==> src/rtl/pc_sequencer.sv <==
// Program-counter sequencer: IDLE/RUN/DONE control, increment/branch/jump/stall/halt.
// Optional return stack for Call/Ret is built only when CALL_STACK_EN is defined.
module pc_sequencer #(
    parameter int unsigned D      = 12,
    parameter int unsigned SDEPTH = 4
) (
    input  logic         Clk,
    input  logic         Reset,
    input  logic         Start,
    input  logic         Stall,
    input  logic         Branch,
    input  logic         Jump,
    input  logic         Call,
    input  logic         Ret,
    input  logic         Halt,
    input  logic [D-1:0] Target,
    output logic [D-1:0] ProgCtr,
    output logic         Running,
    output logic         Done,
    output logic         StackErr
);

    typedef enum logic [1:0] {
        S_IDLE = 2'd0,
        S_RUN  = 2'd1,
        S_DONE = 2'd2
    } state_t;

    state_t       r_state;
    logic [D-1:0] r_pc;
    logic         r_running;
    logic         r_done;

    logic [D-1:0] w_pc_inc;
    logic [D-1:0] w_pc_br;
    logic [D-1:0] w_pc_next;

    // Modulo-2^D arithmetic falls out of the D-bit adders.
    assign w_pc_inc = r_pc + D'(1);
    assign w_pc_br  = r_pc + Target;

`ifdef CALL_STACK_EN
    localparam int unsigned SPW = $clog2(SDEPTH + 1);
    localparam int unsigned AW  = (SDEPTH > 1) ? $clog2(SDEPTH) : 1;

    logic [D-1:0]   r_stack [SDEPTH];
    logic [SPW-1:0] r_sp;
    logic           r_stack_err;

    logic           w_start;
    logic           w_adv;
    logic           w_empty;
    logic           w_full;
    logic           w_pop;
    logic           w_push;
    logic           w_stack_fault;
    logic [AW-1:0]  w_top_idx;
    logic [AW-1:0]  w_push_idx;

    assign w_start    = (r_state != S_RUN) && Start;
    assign w_adv      = (r_state == S_RUN) && !Halt && !Stall;
    assign w_empty    = (r_sp == '0);
    assign w_full     = (r_sp == SPW'(SDEPTH));
    assign w_pop      = w_adv && Ret && !w_empty;
    assign w_push     = w_adv && !Ret && Call && !w_full;
    assign w_top_idx  = AW'(r_sp - SPW'(1));
    assign w_push_idx = AW'(r_sp);

    // Ret beats Call beats Jump beats Branch; faulting stack ops still move the PC.
    always_comb begin
        w_pc_next     = w_pc_inc;
        w_stack_fault = 1'b0;
        if (Ret) begin
            if (w_empty) begin
                w_stack_fault = 1'b1;
            end else begin
                w_pc_next = r_stack[w_top_idx];
            end
        end else if (Call) begin
            w_pc_next     = Target;
            w_stack_fault = w_full;
        end else if (Jump) begin
            w_pc_next = Target;
        end else if (Branch) begin
            w_pc_next = w_pc_br;
        end
    end

    always_ff @(posedge Clk or negedge Reset) begin
        if (!Reset) begin
            r_sp        <= '0;
            r_stack_err <= 1'b0;
        end else if (w_start) begin
            r_sp        <= '0;
            r_stack_err <= 1'b0;
        end else begin
            if (w_pop) begin
                r_sp <= r_sp - SPW'(1);
            end else if (w_push) begin
                r_sp <= r_sp + SPW'(1);
            end
            if (w_adv && w_stack_fault) begin
                r_stack_err <= 1'b1;
            end
        end
    end

    // Return-address storage needs no reset: entries are only read below r_sp.
    always_ff @(posedge Clk) begin
        if (w_push) begin
            r_stack[w_push_idx] <= w_pc_inc;
        end
    end

    assign StackErr = r_stack_err;
`else
    logic w_unused_stack_inputs;

    assign w_unused_stack_inputs = Call | Ret | (SDEPTH == 0);

    always_comb begin
        w_pc_next = w_pc_inc;
        if (Jump) begin
            w_pc_next = Target;
        end else if (Branch) begin
            w_pc_next = w_pc_br;
        end
    end

    assign StackErr = 1'b0;
`endif

    // Control FSM; Halt outranks Stall, Start is only honoured outside RUN.
    always_ff @(posedge Clk or negedge Reset) begin
        if (!Reset) begin
            r_state   <= S_IDLE;
            r_pc      <= '0;
            r_running <= 1'b0;
            r_done    <= 1'b0;
        end else begin
            case (r_state)
                S_IDLE, S_DONE: begin
                    if (Start) begin
                        r_state   <= S_RUN;
                        r_pc      <= '0;
                        r_running <= 1'b1;
                        r_done    <= 1'b0;
                    end
                end
                S_RUN: begin
                    if (Halt) begin
                        r_state   <= S_DONE;
                        r_running <= 1'b0;
                        r_done    <= 1'b1;
                    end else if (!Stall) begin
                        r_pc <= w_pc_next;
                    end
                end
                default: begin
                    r_state   <= S_IDLE;
                    r_pc      <= '0;
                    r_running <= 1'b0;
                    r_done    <= 1'b0;
                end
            endcase
        end
    end

    assign ProgCtr = r_pc;
    assign Running = r_running;
    assign Done    = r_done;

endmodule

==> config.mk <==
export PLATFORM = sky130hd
export DESIGN_NAME = pc_sequencer
export DESIGN_NICKNAME = d
export VERILOG_FILES = /design/src/rtl/pc_sequencer.sv
export SDC_FILE = /design/constraint.sdc
export NUM_CORES = 1
export LEC_CHECK = 0
export CAP_MARGIN = 20
export CORE_MARGIN = 5
export CORE_UTILIZATION = 48
export DETAILED_ROUTE_END_ITERATION = 10
export GPL_TIMING_DRIVEN = 0
export PLACE_DENSITY = 0.91
export REMOVE_ABC_BUFFERS = 1
export SKIP_LAST_GASP = 1
export SLEW_MARGIN = 5
export SYNTH_ARGS = -nofsm -noshare
export SYNTH_HDL_FRONTEND = slang
export SYNTH_SLANG_ARGS = --single-unit
==> constraint.sdc <==
create_clock -name Clk -period 2.55 [get_ports Clk]
set_input_delay 0.255 -clock Clk [delete_from_list [all_inputs] [get_ports Clk]]
set_output_delay 0.255 -clock Clk [all_outputs]
set_load 0.005 [all_outputs]
==> results of run 1 <==
## path summary, 6_finish.rpt
path | startpoint | end | slack (ps)
max | Target[0] | ProgCtr[8]$_DFFE_PN0P_ | 390
max in group asynchronous | Reset | ProgCtr[2]$_DFFE_PN0P_ | 1690
max reg2reg | ProgCtr[0]$_DFFE_PN0P_ | ProgCtr[8]$_DFFE_PN0P_ | 540
min reg2reg | ProgCtr[0]$_DFFE_PN0P_ | ProgCtr[0]$_DFFE_PN0P_ | 530
min | Reset | ProgCtr[11]$_DFFE_PN0P_ | 390
min in group Clk | ProgCtr[0]$_DFFE_PN0P_ | ProgCtr[0]$_DFFE_PN0P_ | 530
## cell families (layout without fill, tap and decap cells)
logic type | Yosys count | count (layout) | share of synthesized area, %
buf+inv | 12 | 41 | 5.14
flops | 15 | 15 | 29.1
other cells | 1 | 1 | 0.291
simple gates | 43 | 43 | 17.7
xor+xnor | 9 | 9 | 6.11
mux | 2 | 2 | 1.65
compound gates | 50 | 50 | 27.8
fa+ha+maj | 12 | 12 | 12.2
## through the flow
step / hold WS (ps) / worst slack, ps / utilization (%) / power [W] / cell area (µm²)
final: 388 / 395 / 64.7 / 0.000766 / 1630
after global routing: 429 / 230 / 64.7 / 0.000817 / 1630
after CTS: 406 / 164 / 64.3 / 0.000768 / 1620
after detailed placement: 509 / -146 / 63.3 / 0.000618 / 1600
after global placement: 496 / -90.1 / 63.3 / 0.000605 / 1600
after floorplan: -40.6 / 728 / - / 0.000478 / 1240
## routing by layer
layer | GRT usage (%) | vias to the layer above | routed length (µm)
met2 | 29.9 | 48 | 1420
met3 | 6.61 | 4 | 261
li1 | - | 578 | -
met4 | 3.64 | 0 | 16
met5 | 0 | - | 0
met1 | 21.4 | 540 | 1360
## final cells by class
type                       instances  area [µm²]
fill                             223         890
clock buffer                       4        26.3
timing repair buffer              33         330
inverter                           4        15.0
multi-input combinational        117         848
tap                               30        37.5
sequential                        15         375
## report_power, final
group          total [W]  leakage [nW]  switching [W]  internal (W)
combinational   0.000323         0.471       0.000154      0.000168
clock           0.000144        0.0150      0.0000832     0.0000608
sequential      0.000300         0.200      0.0000300      0.000270
total           0.000766         0.686       0.000268      0.000499
## Yosys cell counts, types with 3 or more instances
cell type,number
sky130_fd_sc_hd__a21o_1,3
sky130_fd_sc_hd__a21oi_1,6
sky130_fd_sc_hd__a22oi_1,8
sky130_fd_sc_hd__and2_1,10
sky130_fd_sc_hd__buf_4,3
sky130_fd_sc_hd__dfrtp_1,15
sky130_fd_sc_hd__ha_1,11
sky130_fd_sc_hd__inv_1,4
sky130_fd_sc_hd__nand2_1,10
sky130_fd_sc_hd__nand2b_1,4
sky130_fd_sc_hd__nor2_1,7
sky130_fd_sc_hd__o21ai_0,6
sky130_fd_sc_hd__o21ai_1,9
sky130_fd_sc_hd__o31ai_1,3
sky130_fd_sc_hd__xnor2_1,6
sky130_fd_sc_hd__xor2_1,3
## critical path: cells and delay by family
kind,cells,cell delay (ps)
and+or+nand+nor,3,440
adders and majority gates,2,620
AOI/OAI and AO/OA,3,380
buffers and inverters,2,540
xor gates and xnor gates,1,150
## flip-flops by register name (all words and copies together), names as in the netlist
name and cells:
Done 1, ProgCtr 12, Running 1, r_state 1
## repair_timing
| action | 4_1_cts | 5_1_grt |
|---|---|---|
| endpoints found under the setup margin | 0 | 2 |
| setup buffers | 0 | 0 |
| gates resized for setup | 0 | 1 |
==> reports/qor.csv, run 1 <==
stage,metric,value,unit
floorplan,area of the core,0.00252,mm²
final_layout,highest-count cells in the layout ignoring fill and taps,"sky130_fd_sc_hd__clkdlybuf4s50_1 (31), sky130_fd_sc_hd__dfrtp_1 (15), sky130_fd_sc_hd__ha_1 (11)",
final_layout,share of cells above drive strength 1,8.09,%
final_layout,net total in the final layout,207,
worst_setup_path,worst setup path category,input port to flip-flop,
worst_setup_path,type of origin of the critical path,input port,
sta,total setup violations reported at the end of the flow,0,
floorplan,initial core utilization,51.1,%
pwr,power density of the placed cells,469,mW/mm²
route,router iterations before antenna repair,4,
yosys,Gate Count Post-Synth,144,
sta,final period demand of the worst path,2160,ps
route,wire per inst,15.0,µm
placement,weighted congestion reported at the end of routability-driven placement,0.829,
yosys,share of synthesized area occupied by flip-flops and latches,29.1,%
yosys,flip-flop and latch count after synthesis,15,
worst_setup_path,"Max stage delay cell, worst path",sky130_fd_sc_hd__clkdlybuf4s50_1,
clocking,later-pin clock latency in the skew report,290,ps
route,DR vias/cell,5.76,
sta,RSZ-0062 raised after global routing,no,
clocking,Root Buffer Master,sky130_fd_sc_hd__clkbuf_4,
clocking,Post-CTS Hold Buffers,0,
worst_setup_path,cell chain of the critical path,clkdlybuf4s50_1 -> nand2b_1 -> ha_1 -> inv_1 -> fa_1 -> nor2b_1 -> o2111ai_1 -> nand3b_1 -> a31oi_1 -> xor2_1 -> o21ai_1,
route,violation count after the first detailed-route iteration,47,
placement,number of placed instances with taps included,198,
global_routing,global-route total usage across every layer,17.6,%
yosys,share of synthesized registers carrying an async set or reset,100,%
worst_setup_path,Critical Path Fanout Max,3,
sta,crit share post-route,84.5,%
placement,detailed placement HPWL,2.34,mm
global_routing,maximum number of pins on one net before global-route repair,16,
clocking,cts bufs inserted,3,
route,number of routed nets with antenna violations,0,
final_layout,area growth from synthesis to layout,26.6,%
yosys,Synth area leaders,"sky130_fd_sc_hd__dfrtp_1 (29%), sky130_fd_sc_hd__ha_1 (11%), sky130_fd_sc_hd__and2_1 (4.8%)",
global_routing,global-route wire length before repair,5.02,mm
worst_setup_path,data arrival time at the worst-slack endpoint,2380,ps
global_routing,total global routing overflow,0,
floorplan,total die area,0.00382,mm²
floorplan,horizontal die dimension,61.8,µm
global_routing,vias in the first global route,1190,
yosys,Synth cell types,45,
sta,post-route setup TNS,0,ps
global_routing,number of antenna violations at the first check in global routing,0,
yosys,count of yosys warnings during synthesis,0,
pwr,leakage power figure,0.686,nW
worst_setup_path,Critical Path Max Stage Delay,470,ps
yosys,synthesized area,0.00129,mm²
worst_setup_path,length in cells of the worst reg-to-reg path,9,
outcome,status,"complete, no violations",
final_layout,"most common cell after layout, fill and taps aside",sky130_fd_sc_hd__clkdlybuf4s50_1,
sta,final slew viol count,0,
clocking,total clock sinks,15,
floorplan,number of rows in the core area,18,
yosys,mean instance size in the synthesized netlist,8.96,µm²
sta,transition time at the pin with the least slew margin,738,ps
clocking,number of buffers on the longest clock path,2,
yosys,most used flip-flop cell after synthesis,sky130_fd_sc_hd__dfrtp_1,
floorplan,IO Count,36,
yosys,largest area contributor in the synthesized netlist,sky130_fd_sc_hd__dfrtp_1,
floorplan,height of the die,61.8,µm
hold_path,class of the tightest hold or removal check,input port to asynchronous set/reset pin,
worst_setup_path,sort of element at the end of the critical path,flip-flop,
route,DRT Wirelength,3.05,mm
yosys,number of flops mapped to enable cells by yosys,0,
final_layout,Final Non-Filler Cells,203,
sta,setup skew after layout,13.0,ps
clocking,CTS tree,yes,
yosys,area share of the leading cell type in the synthesized netlist,29.1,%
worst_setup_path,data required time of the critical path,2780,ps
sta,Final Hold Viols,0,
run,max-cap violations,0,
pwr,highest ir drop seen on vdd,0.457,mV
clocking,clock-pin transition on the worst setup and hold timing paths,100,ps
final_layout,antenna cell count,0,
sta,worst-case headroom to the max-slew limit,50.6,%
route,drt drc,0,
route,total via count in the routed design,1170,
sta,FMAX,0.464,GHz
placement,IO Port Bufs,32,
clocking,CTS HTree Levels,1,
Power figures use the tool's default switching activity.
==> run 2: changes to the inputs <==
- clock period: 2.55 -> 2.15 ns (I/O delays scaled with it)
==> run 2 against run 1 <==
  * Wire length rose by 2.9%
  * Die area did not move
  * Critical path type unchanged
  * Flip-flop and latch count is the same
  * Sequential share of layout area shrank 0.31 points
  * Cell count grew 0.49%
  * Non-clock buffer count increased by 1
  * Critical path depth unchanged
  * Clock power increased by 18%
  * Clock skew is 2.7 ps lower
  * Sequential power increased by 19%
==> reports/qor.csv, run 2 (same netlist as run 1, synthesis figures left out) <==
stage,metric,value,unit
worst_setup_path,worst setup path category,input port to flip-flop,
route,router iterations before antenna repair,5,
route,total via count in the routed design,1176,
sta,total setup violations reported at the end of the flow,0,
final_layout,net total in the final layout,208,
placement,weighted congestion reported at the end of routability-driven placement,0.829,
worst_setup_path,Critical Path Fanout Max,3,
outcome,status,"complete, no violations",
global_routing,total global routing overflow,0,
final_layout,"most common cell after layout, fill and taps aside",sky130_fd_sc_hd__clkdlybuf4s50_1,
clocking,cts bufs inserted,3,
sta,worst-case headroom to the max-slew limit,51.6,%
final_layout,highest-count cells in the layout ignoring fill and taps,"sky130_fd_sc_hd__clkdlybuf4s50_1 (31), sky130_fd_sc_hd__dfrtp_1 (15), sky130_fd_sc_hd__nand2_1 (10), sky130_fd_sc_hd__and2_1 (10), sky130_fd_sc_hd__ha_1 (10)",
global_routing,vias in the first global route,1190,
clocking,CTS HTree Levels,1,
sta,Final Hold Viols,0,
clocking,total clock sinks,15,
pwr,power density of the placed cells,554,mW/mm²
global_routing,global-route wire length before repair,5.02,mm
route,DR vias/cell,5.76,
sta,transition time at the pin with the least slew margin,723,ps
global_routing,number of antenna violations at the first check in global routing,0,
sta,final slew viol count,0,
route,violation count after the first detailed-route iteration,64,
final_layout,share of cells above drive strength 1,12.6,%
worst_setup_path,data required time of the critical path,2310,ps
sta,FMAX,0.494,GHz
worst_setup_path,type of origin of the critical path,input port,
sta,crit share post-route,94.1,%
floorplan,number of rows in the core area,18,
route,number of routed nets with antenna violations,0,
final_layout,Final Non-Filler Cells,204,
final_layout,area growth from synthesis to layout,28.3,%
clocking,Root Buffer Master,sky130_fd_sc_hd__clkbuf_4,
placement,detailed placement HPWL,2.34,mm
floorplan,area of the core,0.00252,mm²
pwr,highest ir drop seen on vdd,0.542,mV
clocking,number of buffers on the longest clock path,2,
sta,setup skew after layout,10.4,ps
pwr,Total Power Consumption,0.000917,W
final_layout,post-route cell area,0.00166,mm²
global_routing,global-route total usage across every layer,17.6,%
floorplan,initial core utilization,51.1,%
floorplan,horizontal die dimension,61.8,µm
floorplan,height of the die,61.8,µm
run,max-cap violations,0,
clocking,clock-pin transition on the worst setup and hold timing paths,100,ps
global_routing,maximum number of pins on one net before global-route repair,16,
route,drt drc,0,
sta,final period demand of the worst path,2020,ps
final_layout,antenna cell count,0,
worst_setup_path,data arrival time at the worst-slack endpoint,2190,ps
pwr,leakage power figure,0.683,nW
floorplan,total die area,0.00382,mm²
route,wire per inst,15.4,µm
placement,IO Port Bufs,32,
route,DRT Wirelength,3.14,mm
hold_path,class of the tightest hold or removal check,input port to asynchronous set/reset pin,
clocking,later-pin clock latency in the skew report,290,ps
floorplan,IO Count,36,
final_layout,flip-flop count of the largest register after layout,12,
placement,cell area reported after detailed placement,0.00160,mm²
clocking,CTS tree,yes,
worst_setup_path,sort of element at the end of the critical path,flip-flop,
placement,number of placed instances with taps included,198,
-- run 2: cell type report --
class	instances	area (µm²)
fillers	225	867
clock buffers	4	26.3
flip-flops and latches	15	375
multi-input cells	117	871
inverters	4	15.0
well taps	30	37.5
repair buffers	34	330
-- run 2: worst paths after layout --
kind	start	end	slack, ps	cells after the start
min in group Clk	ProgCtr[0]$_DFFE_PN0P_	ProgCtr[0]$_DFFE_PN0P_	540	2
max	Target[0]	ProgCtr[10]$_DFFE_PN0P_	130	11
min reg2reg	ProgCtr[0]$_DFFE_PN0P_	ProgCtr[0]$_DFFE_PN0P_	540	2
max in group asynchronous	Reset	ProgCtr[2]$_DFFE_PN0P_	1340	1
max reg2reg	ProgCtr[1]$_DFFE_PN0P_	ProgCtr[9]$_DFFE_PN0P_	220	7
min	Reset	ProgCtr[3]$_DFFE_PN0P_	340	1
-- run 2: per-stage QoR --
step / utilization (%) / hold WS [ps] / setup WS [ps] / TNS [ps]
global placement: 63.3 / 496 / -450 / -2910
global route: 65.6 / 391 / -3.96 / -3.96
finish: 65.6 / 344 / 127 / 0
CTS: 64.3 / 366 / 33.1 / 0
detailed placement: 63.3 / 509 / -506 / -3560
floorplan: - / -80.6 / 328 / 0
-- run 2: what timing repair did --
| item | 4_1_cts | 5_1_grt |
|---|---|---|
| setup buffers | 0 | 1 |
| setup endpoints to repair | 7 | 3 |
| hold buffers | 0 | 0 |
| pin swaps | 0 | 2 |
| gates resized for setup | 1 | 8 |
-- run 2: power by group --
part	switching [W]	internal [W]	total [W]	leakage [nW]
clock network	0.0000976	0.0000721	0.000170	0.0150
logic	0.000187	0.000204	0.000391	0.468
registers	0.0000361	0.000320	0.000356	0.200
-- run 2: layer usage --
layer  global-route usage [%]  routed length (µm)  vias up
met3                     6.61                 280        6
met2                     29.9                1510       45
met1                     21.4                1320      541
li1                         -                   -      584
met5                        0                   0        -
met4                     3.64                  24        0
-- run 2: worst max-delay path, stage by stage --
cell and delay (ps):
sky130_fd_sc_hd__clkdlybuf4s50_1 470, sky130_fd_sc_hd__nand2b_1 100, sky130_fd_sc_hd__ha_2 200, sky130_fd_sc_hd__inv_1 60
sky130_fd_sc_hd__fa_2 360, sky130_fd_sc_hd__nor2b_2 160, sky130_fd_sc_hd__o2111ai_2 140, sky130_fd_sc_hd__a21oi_2 190
sky130_fd_sc_hd__nor3_2 60, sky130_fd_sc_hd__xor2_1 150, sky130_fd_sc_hd__o21ai_1 70
==> run 3: changes to the inputs <==
- CTS_CLUSTER_SIZE: default -> 10
- PLACE_DENSITY: 0.91 -> 0.84
==> run 3 against run 2 <==
  * Via count up 2.1%
  * Worst hold slack improved by 2.2 ps
  * Cell count rose by 0.98%
  * Clock power up 5%
  * Sequential share of layout area decreased by 0.14 points
  * Count of clock-buffer cells in the layout unchanged
  * Critical path type unchanged
  * Critical endpoint is now ProgCtr[8]$_DFFE_PN0P_
  * Highest routed layer unchanged
==> reports/qor.csv, run 3 (same netlist as run 1, synthesis figures left out) <==
stage,metric,value,unit
worst_setup_path,data arrival time at the worst-slack endpoint,2260,ps
placement,detailed placement HPWL,2.57,mm
sta,final slew viol count,0,
floorplan,height of the die,61.8,µm
global_routing,global-route wire length before repair,5.21,mm
pwr,Int Power,0.000605,W
global_routing,vias in the first global route,1211,
clocking,clock-pin transition on the worst setup and hold timing paths,100,ps
pwr,Psw,0.000335,W
final_layout,flip-flop count of the largest register after layout,12,
global_routing,maximum number of pins on one net before global-route repair,16,
route,violation count after the first detailed-route iteration,73,
outcome,status,"complete, no violations",
route,number of routed nets with antenna violations,0,
route,wire per inst,16.4,µm
final_layout,antenna cell count,0,
worst_setup_path,origin of the worst setup path,Target[0],
sta,FMAX,0.492,GHz
global_routing,total global routing overflow,0,
sta,crit share post-route,94.6,%
sta,post-route setup TNS,0,ps
sta,transition time at the pin with the least slew margin,751,ps
clocking,Post-CTS Hold Buffers,0,
hold_path,class of the tightest hold or removal check,input port to asynchronous set/reset pin,
clocking,later-pin clock latency in the skew report,300,ps
floorplan,total die area,0.00382,mm²
global_routing,number of antenna violations at the first check in global routing,0,
final_layout,area growth from synthesis to layout,29.1,%
run,max-cap violations,0,
floorplan,initial core utilization,51.1,%
worst_setup_path,sort of element at the end of the critical path,flip-flop,
placement,IO Port Bufs,32,
clocking,number of buffers on the longest clock path,2,
route,total via count in the routed design,1201,
sta,setup skew after layout,4.72,ps
pwr,leakage power figure,0.694,nW
sta,Final Hold Viols,0,
pwr,highest ir drop seen on vdd,0.436,mV
worst_setup_path,worst setup path endpoint,ProgCtr[8]$_DFFE_PN0P_,
pwr,power share of the combinational group,43.1,%
final_layout,"most common cell after layout, fill and taps aside",sky130_fd_sc_hd__clkdlybuf4s50_1,
route,DR vias/cell,5.83,
global_routing,global-route total usage across every layer,18.2,%
route,drt drc,0,
sta,final period demand of the worst path,2030,ps
clocking,CTS tree,yes,
pwr,fraction of power consumed by the clock network,18.9,%
route,router iterations before antenna repair,4,
pwr,sequential share of power,38.0,%
worst_setup_path,end of the worst register-to-register path,ProgCtr[8]$_DFFE_PN0P_,
worst_setup_path,worst setup path category,input port to flip-flop,
final_layout,share of cells above drive strength 1,11.9,%
final_layout,highest-count cells in the layout ignoring fill and taps,"sky130_fd_sc_hd__clkdlybuf4s50_1 (31), sky130_fd_sc_hd__dfrtp_1 (15), sky130_fd_sc_hd__nand2_1 (10), sky130_fd_sc_hd__and2_1 (10), sky130_fd_sc_hd__ha_1 (10)",
pwr,switching fraction of total power,35.6,%
route,DRT Wirelength,3.37,mm
floorplan,IO Count,36,
placement,weighted congestion reported at the end of routability-driven placement,0.924,
worst_setup_path,length in cells of the worst reg-to-reg path,9,
clocking,Root Buffer Master,sky130_fd_sc_hd__clkbuf_4,
clocking,cts bufs inserted,3,
sta,worst-case headroom to the max-slew limit,49.8,%
floorplan,area of the core,0.00252,mm²
floorplan,horizontal die dimension,61.8,µm
pwr,power density of the placed cells,565,mW/mm²
final_layout,final cell utilization of the core,66.0,%
clocking,CTS HTree Levels,1,
floorplan,number of rows in the core area,18,
worst_setup_path,data required time of the critical path,2380,ps
worst_setup_path,Register-to-Register Setup Slack,230,ps
worst_setup_path,Critical Path Fanout Max,3,
clocking,total clock sinks,15,
worst_setup_path,Reg-to-Reg Start,ProgCtr[0]$_DFFE_PN0P_,
final_layout,net total in the final layout,210,
sta,total setup violations reported at the end of the flow,0,
worst_setup_path,type of origin of the critical path,input port,
run 3: metrics by stage:
stage          hold WS [ps]  cell area [µm²]  worst slack [ps]  instances  total power (W)
2_1_floorplan         -80.6             1240               328        136         0.000567
3_3_place_gp            498             1600              -467        198         0.000719
3_5_place_dp            520             1600              -521        198         0.000737
4_1_cts                 365             1620              3.93        202         0.000918
5_1_grt                 396             1670             -21.1        206         0.000994
6_report                347             1670               116        206         0.000940
run 3: worst min path at each step:
stage | slack, ps | cells past startpoint | from | to
after CTS | 370 | 1 | Reset | r_state[0]$_DFFE_PN0P_
final | 350 | 1 | Reset | ProgCtr[11]$_DFFE_PN0P_
after global placement | 500 | 2 | ProgCtr[0]$_DFFE_PN0P_ | ProgCtr[0]$_DFFE_PN0P_
after floorplan | -80 | 0 | Reset | Done$_DFFE_PN0P_
after detailed placement | 520 | 2 | ProgCtr[0]$_DFFE_PN0P_ | ProgCtr[0]$_DFFE_PN0P_
after global routing | 400 | 1 | Reset | ProgCtr[11]$_DFFE_PN0P_
run 3: final cells by class:
| class | instances | area [µm²] |
|---|---|---|
| inverters | 4 | 15.0 |
| fillers | 230 | 857 |
| multi-input cells | 117 | 862 |
| clock buffers | 4 | 26.3 |
| flip-flops and latches | 15 | 375 |
| well taps | 30 | 37.5 |
| repair buffers | 36 | 349 |
run 3: worst max-delay path: stages:
cell and delay (ps):
sky130_fd_sc_hd__clkdlybuf4s50_1 480, sky130_fd_sc_hd__nand2b_1 120, sky130_fd_sc_hd__ha_2 200, sky130_fd_sc_hd__inv_1 60
sky130_fd_sc_hd__fa_2 370, sky130_fd_sc_hd__nor2b_2 160, sky130_fd_sc_hd__o2111ai_2 130, sky130_fd_sc_hd__nand3b_1 140
sky130_fd_sc_hd__a31oi_1 110, sky130_fd_sc_hd__xor2_1 160, sky130_fd_sc_hd__o21ai_1 140
run 3: per-layer routing:
layer	routed length, µm	part of all wire (%)	global-route usage (%)
met1	1360	40	21.3
met5	0	0	0
met2	1780	53	33.8
met3	188	5.6	3.51
met4	35	1.0	4.55
run 3: power groups by stage:
stage	Clock (W)	Combinational, W	Sequential, W
floorplan	0	0.000209	0.000358
global placement	0	0.000361	0.000358
detailed placement	0	0.000375	0.000361
CTS	0.000184	0.000378	0.000357
global route	0.000193	0.000437	0.000364
finish	0.000178	0.000405	0.000357
run 3: what timing repair did:
item	CTS	global route
buffers inserted	0	3
setup endpoints to repair	7	3
pin swaps	0	1
resized for setup	1	4
cloned	0	0
